## src/rtl/vga_scanout_pkg.sv

```systemverilog
// Shared VGA 640x480@60 timing constants and the packed-pixel unpack helper.
// The sys_clk write stage also uses these constants.
package vga_scanout_pkg;

    localparam int VGA_H_ACTIVE = 640;
    localparam int VGA_H_FP     = 16;
    localparam int VGA_H_SYNC   = 96;
    localparam int VGA_H_BP     = 48;
    localparam int VGA_H_TOTAL  = VGA_H_ACTIVE + VGA_H_FP + VGA_H_SYNC + VGA_H_BP;

    localparam int VGA_V_ACTIVE = 480;
    localparam int VGA_V_FP     = 10;
    localparam int VGA_V_SYNC   = 2;
    localparam int VGA_V_BP     = 33;
    localparam int VGA_V_TOTAL  = VGA_V_ACTIVE + VGA_V_FP + VGA_V_SYNC + VGA_V_BP;

    localparam int VGA_REAL_COLOR_SIZE = 10;
    localparam int CNT_W               = 10;
    localparam int FRAME_CNT_W         = 16;

    typedef struct packed {
        logic [VGA_REAL_COLOR_SIZE-1:0] r;
        logic [VGA_REAL_COLOR_SIZE-1:0] g;
        logic [VGA_REAL_COLOR_SIZE-1:0] b;
    } pixel_t;

    // Green is split across the two read ports: high half rides with red, low half with blue.
    function automatic pixel_t unpack_pixel(input logic [14:0] w1, input logic [14:0] w2);
        pixel_t px;
        px.r = w1[9:0];
        px.g = {w1[14:10], w2[14:10]};
        px.b = w2[9:0];
        return px;
    endfunction

endpackage

```

## src/rtl/vga_scanout_if.sv

```systemverilog
// Read-side bus between the frame-buffer read FIFOs and the VGA scan-out pipeline.
interface vga_scanout_if;

    logic [15:0] rd_word_1;
    logic [15:0] rd_word_2;
    logic        rd_empty_1;
    logic        rd_empty_2;
    logic        rd_req;
    logic        rd_load;

    modport master (
        input  rd_word_1,
        input  rd_word_2,
        input  rd_empty_1,
        input  rd_empty_2,
        output rd_req,
        output rd_load
    );

    modport slave (
        output rd_word_1,
        output rd_word_2,
        output rd_empty_1,
        output rd_empty_2,
        input  rd_req,
        input  rd_load
    );

endinterface

```

## src/rtl/vga_timing_gen.sv

```systemverilog
// Horizontal/vertical scan counters plus the stage-0 decode of sync, active area
// and the frame-buffer reload point.
module vga_timing_gen
    import vga_scanout_pkg::*;
#(
    parameter int H_ACTIVE = VGA_H_ACTIVE,
    parameter int H_FP     = VGA_H_FP,
    parameter int H_SYNC   = VGA_H_SYNC,
    parameter int H_BP     = VGA_H_BP,
    parameter int V_ACTIVE = VGA_V_ACTIVE,
    parameter int V_FP     = VGA_V_FP,
    parameter int V_SYNC   = VGA_V_SYNC,
    parameter int V_BP     = VGA_V_BP
) (
    input  logic             i_clk,
    input  logic             i_rst_n,
    input  logic             i_enable,
    output logic [CNT_W-1:0] o_h_cnt,
    output logic [CNT_W-1:0] o_v_cnt,
    output logic             o_active,
    output logic             o_hsync_n,
    output logic             o_vsync_n,
    output logic             o_load_pt,
    output logic             o_frame_end
);

    localparam int H_TOTAL = H_ACTIVE + H_FP + H_SYNC + H_BP;
    localparam int V_TOTAL = V_ACTIVE + V_FP + V_SYNC + V_BP;

    localparam logic [CNT_W-1:0] H_LAST   = CNT_W'(H_TOTAL - 1);
    localparam logic [CNT_W-1:0] V_LAST   = CNT_W'(V_TOTAL - 1);
    localparam logic [CNT_W-1:0] H_ACT    = CNT_W'(H_ACTIVE);
    localparam logic [CNT_W-1:0] V_ACT    = CNT_W'(V_ACTIVE);
    localparam logic [CNT_W-1:0] HS_START = CNT_W'(H_ACTIVE + H_FP);
    localparam logic [CNT_W-1:0] HS_END   = CNT_W'(H_ACTIVE + H_FP + H_SYNC);
    localparam logic [CNT_W-1:0] VS_START = CNT_W'(V_ACTIVE + V_FP);
    localparam logic [CNT_W-1:0] VS_END   = CNT_W'(V_ACTIVE + V_FP + V_SYNC);

    logic [CNT_W-1:0] r_h_cnt;
    logic [CNT_W-1:0] r_v_cnt;
    logic             w_h_last;
    logic             w_v_last;

    assign w_h_last = (r_h_cnt == H_LAST);
    assign w_v_last = (r_v_cnt == V_LAST);

    always_ff @(posedge i_clk) begin
        if (!i_rst_n) begin
            r_h_cnt <= '0;
            r_v_cnt <= '0;
        end else if (i_enable) begin
            if (w_h_last) begin
                r_h_cnt <= '0;
                r_v_cnt <= w_v_last ? '0 : r_v_cnt + 1'b1;
            end else begin
                r_h_cnt <= r_h_cnt + 1'b1;
            end
        end
    end

    // Stage 0 decode
    assign o_h_cnt     = r_h_cnt;
    assign o_v_cnt     = r_v_cnt;
    assign o_active    = (r_h_cnt < H_ACT) && (r_v_cnt < V_ACT);
    assign o_hsync_n   = !((r_h_cnt >= HS_START) && (r_h_cnt < HS_END));
    assign o_vsync_n   = !((r_v_cnt >= VS_START) && (r_v_cnt < VS_END));
    assign o_load_pt   = (r_h_cnt == '0) && (r_v_cnt == V_ACT);
    assign o_frame_end = w_h_last && w_v_last;

endmodule

```

## src/rtl/vga_scanout.sv

```systemverilog
// VGA scan-out: issues FIFO read strobes for each visible pixel, unpacks the two
// 16-bit read words into 10-bit RGB and aligns sync/blank with the colour output.
module vga_scanout
    import vga_scanout_pkg::*;
#(
    parameter int H_ACTIVE        = VGA_H_ACTIVE,
    parameter int H_FP            = VGA_H_FP,
    parameter int H_SYNC          = VGA_H_SYNC,
    parameter int H_BP            = VGA_H_BP,
    parameter int V_ACTIVE        = VGA_V_ACTIVE,
    parameter int V_FP            = VGA_V_FP,
    parameter int V_SYNC          = VGA_V_SYNC,
    parameter int V_BP            = VGA_V_BP,
    parameter int REAL_COLOR_SIZE = VGA_REAL_COLOR_SIZE
) (
    input  logic                       vga_clk,
    input  logic                       reset_n,
    input  logic                       enable,
    vga_scanout_if.master              fifo,
    output logic [CNT_W-1:0]           debug_x,
    output logic [CNT_W-1:0]           debug_y,
    output logic [REAL_COLOR_SIZE-1:0] vga_r,
    output logic [REAL_COLOR_SIZE-1:0] vga_g,
    output logic [REAL_COLOR_SIZE-1:0] vga_b,
    output logic                       hsync_n,
    output logic                       vsync_n,
    output logic                       blank_n,
    output logic                       underflow,
    output logic [FRAME_CNT_W-1:0]     frame_count
);

    logic w_active;
    logic w_hsync_n;
    logic w_vsync_n;
    logic w_load_pt;
    logic w_frame_end;
    logic w_rd_empty;
    pixel_t w_pix_p2;

    logic r_rd_req_p1;
    logic r_rd_load;
    logic r_hs_p1, r_hs_p2, r_hs_p3;
    logic r_vs_p1, r_vs_p2, r_vs_p3;
    logic r_bl_p1, r_bl_p2, r_bl_p3;
    logic r_vld_p2;
    logic r_underflow;
    logic [FRAME_CNT_W-1:0] r_frame_count;
    logic [REAL_COLOR_SIZE-1:0] r_r_p3, r_g_p3, r_b_p3;

    vga_timing_gen #(
        .H_ACTIVE (H_ACTIVE),
        .H_FP     (H_FP),
        .H_SYNC   (H_SYNC),
        .H_BP     (H_BP),
        .V_ACTIVE (V_ACTIVE),
        .V_FP     (V_FP),
        .V_SYNC   (V_SYNC),
        .V_BP     (V_BP)
    ) u_timing (
        .i_clk       (vga_clk),
        .i_rst_n     (reset_n),
        .i_enable    (enable),
        .o_h_cnt     (debug_x),
        .o_v_cnt     (debug_y),
        .o_active    (w_active),
        .o_hsync_n   (w_hsync_n),
        .o_vsync_n   (w_vsync_n),
        .o_load_pt   (w_load_pt),
        .o_frame_end (w_frame_end)
    );

    assign w_rd_empty = fifo.rd_empty_1 || fifo.rd_empty_2;
    assign w_pix_p2   = unpack_pixel(fifo.rd_word_1[14:0], fifo.rd_word_2[14:0]);

    always_ff @(posedge vga_clk) begin
        if (!reset_n) begin
            r_rd_req_p1   <= 1'b0;
            r_rd_load     <= 1'b0;
            r_hs_p1       <= 1'b1;
            r_hs_p2       <= 1'b1;
            r_hs_p3       <= 1'b1;
            r_vs_p1       <= 1'b1;
            r_vs_p2       <= 1'b1;
            r_vs_p3       <= 1'b1;
            r_bl_p1       <= 1'b0;
            r_bl_p2       <= 1'b0;
            r_bl_p3       <= 1'b0;
            r_vld_p2      <= 1'b0;
            r_underflow   <= 1'b0;
            r_frame_count <= '0;
            r_r_p3        <= '0;
            r_g_p3        <= '0;
            r_b_p3        <= '0;
        end else begin
            // S0 -> S1: read strobe and sync terms
            r_rd_req_p1 <= w_active && enable;
            r_rd_load   <= w_load_pt && enable;
            r_hs_p1     <= w_hsync_n;
            r_vs_p1     <= w_vsync_n;
            r_bl_p1     <= w_active;

            // S1 -> S2: a strobe that hit an empty FIFO yields a black pixel
            r_vld_p2    <= r_rd_req_p1 && !w_rd_empty;
            r_underflow <= r_underflow || (r_rd_req_p1 && w_rd_empty);
            r_hs_p2     <= r_hs_p1;
            r_vs_p2     <= r_vs_p1;
            r_bl_p2     <= r_bl_p1;

            // S2 -> S3: read data is on the bus now; register the unpacked colour
            r_r_p3  <= r_vld_p2 ? w_pix_p2.r : '0;
            r_g_p3  <= r_vld_p2 ? w_pix_p2.g : '0;
            r_b_p3  <= r_vld_p2 ? w_pix_p2.b : '0;
            r_hs_p3 <= r_hs_p2;
            r_vs_p3 <= r_vs_p2;
            r_bl_p3 <= r_bl_p2;

            if (enable && w_frame_end) begin
                r_frame_count <= r_frame_count + 1'b1;
            end
        end
    end

    assign fifo.rd_req  = r_rd_req_p1;
    assign fifo.rd_load = r_rd_load;
    assign vga_r        = r_r_p3;
    assign vga_g        = r_g_p3;
    assign vga_b        = r_b_p3;
    assign hsync_n      = r_hs_p3;
    assign vsync_n      = r_vs_p3;
    assign blank_n      = r_bl_p3;
    assign underflow    = r_underflow;
    assign frame_count  = r_frame_count;

endmodule

```

## src/flat_wrapper.sv

```systemverilog
// flat-port wrapper written by rule: the top's interface ports become plain ports
module vga_scanout_flat import vga_scanout_pkg::*;
#(
    parameter int H_ACTIVE        = VGA_H_ACTIVE,
    parameter int H_FP            = VGA_H_FP,
    parameter int H_SYNC          = VGA_H_SYNC,
    parameter int H_BP            = VGA_H_BP,
    parameter int V_ACTIVE        = VGA_V_ACTIVE,
    parameter int V_FP            = VGA_V_FP,
    parameter int V_SYNC          = VGA_V_SYNC,
    parameter int V_BP            = VGA_V_BP,
    parameter int REAL_COLOR_SIZE = VGA_REAL_COLOR_SIZE
)
  (vga_clk, reset_n, enable, debug_x, debug_y, vga_r, vga_g, vga_b, hsync_n, vsync_n, blank_n, underflow, frame_count, fifo_rd_word_1, fifo_rd_word_2, fifo_rd_empty_1, fifo_rd_empty_2, fifo_rd_req, fifo_rd_load);
  vga_scanout_if fifo_i ();
  input  logic vga_clk;
  input  logic reset_n;
  input  logic enable;
  output logic [CNT_W-1:0] debug_x;
  output logic [CNT_W-1:0] debug_y;
  output logic [REAL_COLOR_SIZE-1:0] vga_r;
  output logic [REAL_COLOR_SIZE-1:0] vga_g;
  output logic [REAL_COLOR_SIZE-1:0] vga_b;
  output logic hsync_n;
  output logic vsync_n;
  output logic blank_n;
  output logic underflow;
  output logic [FRAME_CNT_W-1:0] frame_count;
  input wire logic [$bits(fifo_i.rd_word_1)-1:0] fifo_rd_word_1;
  input wire logic [$bits(fifo_i.rd_word_2)-1:0] fifo_rd_word_2;
  input wire logic [$bits(fifo_i.rd_empty_1)-1:0] fifo_rd_empty_1;
  input wire logic [$bits(fifo_i.rd_empty_2)-1:0] fifo_rd_empty_2;
  output wire logic [$bits(fifo_i.rd_req)-1:0] fifo_rd_req;
  output wire logic [$bits(fifo_i.rd_load)-1:0] fifo_rd_load;
  assign fifo_i.rd_word_1 = fifo_rd_word_1;
  assign fifo_i.rd_word_2 = fifo_rd_word_2;
  assign fifo_i.rd_empty_1 = fifo_rd_empty_1;
  assign fifo_i.rd_empty_2 = fifo_rd_empty_2;
  assign fifo_rd_req = fifo_i.rd_req;
  assign fifo_rd_load = fifo_i.rd_load;
  vga_scanout #(.H_ACTIVE(H_ACTIVE), .H_FP(H_FP), .H_SYNC(H_SYNC), .H_BP(H_BP), .V_ACTIVE(V_ACTIVE), .V_FP(V_FP), .V_SYNC(V_SYNC), .V_BP(V_BP), .REAL_COLOR_SIZE(REAL_COLOR_SIZE)) u_core (.vga_clk(vga_clk), .reset_n(reset_n), .enable(enable), .fifo(fifo_i), .debug_x(debug_x), .debug_y(debug_y), .vga_r(vga_r), .vga_g(vga_g), .vga_b(vga_b), .hsync_n(hsync_n), .vsync_n(vsync_n), .blank_n(blank_n), .underflow(underflow), .frame_count(frame_count));
endmodule
```

## config.mk

```make
export PLATFORM = sky130hd
export DESIGN_NAME = vga_scanout_flat
export DESIGN_NICKNAME = d
export VERILOG_FILES = /design/src/rtl/vga_scanout_pkg.sv /design/src/rtl/vga_scanout_if.sv /design/src/rtl/vga_timing_gen.sv /design/src/rtl/vga_scanout.sv /design/src/flat_wrapper.sv
export SDC_FILE = /design/constraint.sdc
export NUM_CORES = 1
export LEC_CHECK = 0
export CORE_MARGIN = 4
export CORE_UTILIZATION = 40
export DETAILED_ROUTE_END_ITERATION = 10
export PLACE_DENSITY = 0.73
export SYNTH_ARGS = -nofsm -noshare
export SYNTH_HDL_FRONTEND = slang
export SYNTH_HIERARCHICAL = 1
export SYNTH_SLANG_ARGS = --single-unit
```

## constraint.sdc

```tcl
create_clock -name vga_clk -period 3.9 [get_ports vga_clk]
set_input_delay 0.39 -clock vga_clk [delete_from_list [all_inputs] [get_ports vga_clk]]
set_output_delay 0.39 -clock vga_clk [all_outputs]
set_load 0.02 [all_outputs]
```

==> impl_metrics.csv <==
group,metric,value,unit
sta,fmax,0.365,GHz
worst_hold_path,hp-class,"reg2reg",
sta,min_period,2.74,ns
floorplan,die_w,95.1,um
setup_path,worstSetupEndpoint,"u_core/frame_count[14]",
final_layout,antenna_cells,0,
final_layout,drive_gt1_share,7.00,%
synth,synth_area_per_cell,10.0,um2
clock_tree,clk_pin_slew,0.08,ns
drt,routed_wl,7.17,mm
floorplan,num_rows,31,
setup_path,reg2reg_to,"u_core/frame_count[14]",
sta,fin_crit_sh,70.2,%
drt,drcViolationCount,0,
drt,drt_iter0_drc,54,
final_layout,nNetsFinal,451,
clock_tree,htree_levels,3,
floorplan,die_h,95.1,um
floorplan,die_area,9050,um2
global_routing,antenna_found_initial,0,
global_routing,grt_max_degree,56,
power,leakagePower,1.72,nW
sta,rsz0062_at_grt,"no",
synth,synthArstFlopShare,0,%
setup_path,reg2reg_setup_slack,1.16,ns
drt,num_vias,2526,
floorplan,core-area,7330,um2
sta,final.setup.tns,0,ns
sta,slew_headroom,53.6,%
final_layout,fillers,623,
drt,ant_nets,0,
clock_tree,clock_path_buffers,2,
setup_path,startpoint,"u_core/u_timing/o_v_cnt[0]",
power,total_power,0.00152,W
status,outcome,"finished clean",
place,placed_area,4180,um2
setup_path,worst_ep_required_time,4.16,ns
clock_tree,hold_buffers,0,
global_routing,track_usage,16.7,%
drt,wl_per_cell,14.0,um
synth,ys.flop_type,"dfxtp_1",
setup_path,critPathCaptureType,"flip-flop",
setup_path,worstSetupStartpointType,"flip-flop",
final_layout,area_growth,44.5,%
sta,finalHoldViolCount,0,
synth,ys_warn_count,6,
drt,via_per_inst,4.92,
synth,synth_nets,345,
setup_path,r2r_cells,9,
setup_path,worstReg2RegStart,"u_core/u_timing/o_v_cnt[0]",
clock_tree,cts_tree,"yes",
setup_path,path_max_fanout,8,
clock_tree,cts-root-buf,"clkbuf_8",
synth,synth_seq_cells,79,
place,dp_hpwl,5.11,mm
final_layout,fin_area,4390,um2
place,gp_congestion,0.815,
sta,maxSlewViolCount,0,
place,port_buffers,106,
clock_tree,cts_resized,0,
drt,firstDrtPassIters,4,
synth,ys_types,44,
synth,synth_cells,303,
power,power.density,346,nW/um2
synth,syn_area,3040,um2
global_routing,gr-total-overflow,0,
floorplan,start_util,41.4,%
synth,ys_seq_area_share,52.1,%
sta,clock-skew-final,0.00416,ns
global_routing,first_global_vias,2454,
floorplan,io_pins,109,
synth,synth_edf_count,0,
setup_path,critical_path_class,"reg2reg",
clock_tree,cts-buffers-inserted,9,
power,vdd_drop_max,189,uV
global_routing,grt_pass1_wl,11.8,mm
clock_tree,cts_sinks,79,
sta,setup_viol,0,
setup_path,cp.arrival,3.00,ns
run,drv_cap,0,
clock_tree,post_cts_buffers,0,
clock_tree,clk_latency,0.34,ns
sta,tightest_slew,0.695,ns
==> flip-flops by register name, indices dropped and copies added, names as in the netlist <==
register	count
u_core/r_hs_p2	1
u_core/r_vs_p2	1
u_core/r_hs_p1	1
u_core/r_bl_p1	1
u_core/fifo.rd_req	1
u_core/underflow	1
u_core/vga_g	10
u_core/r_vs_p1	1
u_core/vga_r	10
u_core/fifo.rd_load	1
u_core/frame_count	16
u_core/vsync_n	1
u_core/blank_n	1
u_core/u_timing/o_h_cnt	10
u_core/u_timing/o_v_cnt	10
u_core/hsync_n	1
u_core/vga_b	10
u_core/r_bl_p2	1
u_core/r_vld_p2	1
==> area by class of cell <==
type                       count  area (um2)  area share [%]
clock buffer                  11         151            3.45
clock inverter                 5        56.3            1.28
inverter                       9        33.8           0.770
multi-input combinational    203        1370            31.3
sequential                    79        1580            36.1
tap                           99         124            2.82
timing repair buffer         107        1070            24.4
==> synthesized netlist by cell type, types with 2 or more instances <==
| cell | count | area (um2) |
|---|---|---|
| a21oi_1 | 8 | 40.0 |
| and2_1 | 6 | 37.5 |
| and3_1 | 36 | 225 |
| and4_1 | 5 | 43.8 |
| buf_2 | 3 | 15.0 |
| clkbuf_1 | 8 | 30.0 |
| dfxtp_1 | 79 | 1580 |
| ha_1 | 5 | 62.6 |
| inv_1 | 8 | 30.0 |
| nand2_1 | 16 | 60.1 |
| nand2b_1 | 8 | 50.1 |
| nand3_1 | 15 | 75.1 |
| nand4_1 | 6 | 37.5 |
| nand4_4 | 2 | 42.5 |
| nand4bb_1 | 2 | 22.5 |
| nor2_1 | 26 | 97.6 |
| nor3_1 | 6 | 30.0 |
| nor4_1 | 6 | 37.5 |
| nor4_4 | 2 | 42.5 |
| o21ai_0 | 5 | 25.0 |
| or3_1 | 4 | 25.0 |
| or4b_1 | 2 | 20.0 |
| xnor2_1 | 13 | 114 |
| xor2_1 | 12 | 105 |
==> layer usage <==
layer / GRT usage [%] / up-vias / part of all wire, %
li1: - / 1276 / -
met1: 20.9 / 1155 / 45
met2: 26.5 / 86 / 46
met3: 5.05 / 9 / 7.9
met4: 7.57 / 0 / 1.3
met5: 0 / - / 0
==> layout by cell type, fill, tap and decap left out, drive strengths merged, types with 4 or more instances in the layout <==
master	instances
a21oi	8
and2	6
and3	37
and4	6
clkbuf	11
clkdlybuf4s50	106
clkinv	4
dfxtp	79
ha	5
inv	8
nand2	16
nand2b	8
nand3	15
nand4	8
nor2	26
nor3	6
nor4	8
o21ai	6
or3	5
xnor2	13
xor2	12
==> through the flow <==
| step | worst slack, ns | hold WS [ns] | util (%) | cells |
|---|---|---|---|---|
| global route | 0.966 | 0.423 | 59.8 | 513 |
| floorplan | 1.47 | 0.386 | - | 303 |
| detailed placement | 1.21 | 0.392 | 57.0 | 497 |
| CTS | 1.19 | 0.413 | 59.8 | 513 |
| finish | 1.16 | 0.409 | 59.8 | 513 |
| global placement | 1.30 | 0.392 | 57.0 | 497 |
==> logic make-up (layout without fill, tap and decap cells) <==
kind of cell,count (synthesis),count (layout),share of synthesized area (%)
multiplexers,1,1,0.330
AND/OR/NAND/NOR,152,152,31.3
AO/OA/AOI/OAI,20,20,4.29
XOR/XNOR,25,25,7.21
buffers and inverters,21,132,2.72
flip-flops,79,79,52.1
adder cells (fa/ha/maj),5,5,2.06
==> power by group <==
group          switching, W  internal (W)
sequential       0.00000540      0.000813
clock              0.000290      0.000330
combinational     0.0000320     0.0000465
total              0.000327       0.00119
==> worst max-delay path, cell delays in order (launching register included) <==
cell and delay [ns]:
dfxtp_1 0.37, inv_1 0.10, ha_1 0.18, nor4bb_1 0.26, nand4_1 0.25, nor2_1 0.31
nand3_1 0.33, nor2_1 0.25, or4b_1 0.46, a21oi_1 0.14
==> worst min path at each step <==
| stage | from | to | slack (ns) | depth (start not counted) |
|---|---|---|---|---|
| 4_1_cts | u_core/r_vs_p2 | u_core/vsync_n | 0.41 | 1 |
| 3_3_place_gp | u_core/r_vs_p1 | u_core/r_vs_p2 | 0.39 | 1 |
| 6_report | u_core/r_hs_p2 | u_core/hsync_n | 0.41 | 1 |
| 2_1_floorplan | u_core/r_hs_p2 | u_core/hsync_n | 0.39 | 1 |
| 3_5_place_dp | u_core/r_hs_p2 | u_core/hsync_n | 0.39 | 1 |
| 5_1_grt | u_core/r_vs_p2 | u_core/vsync_n | 0.42 | 1 |
(Power assumes the default switching activity.)
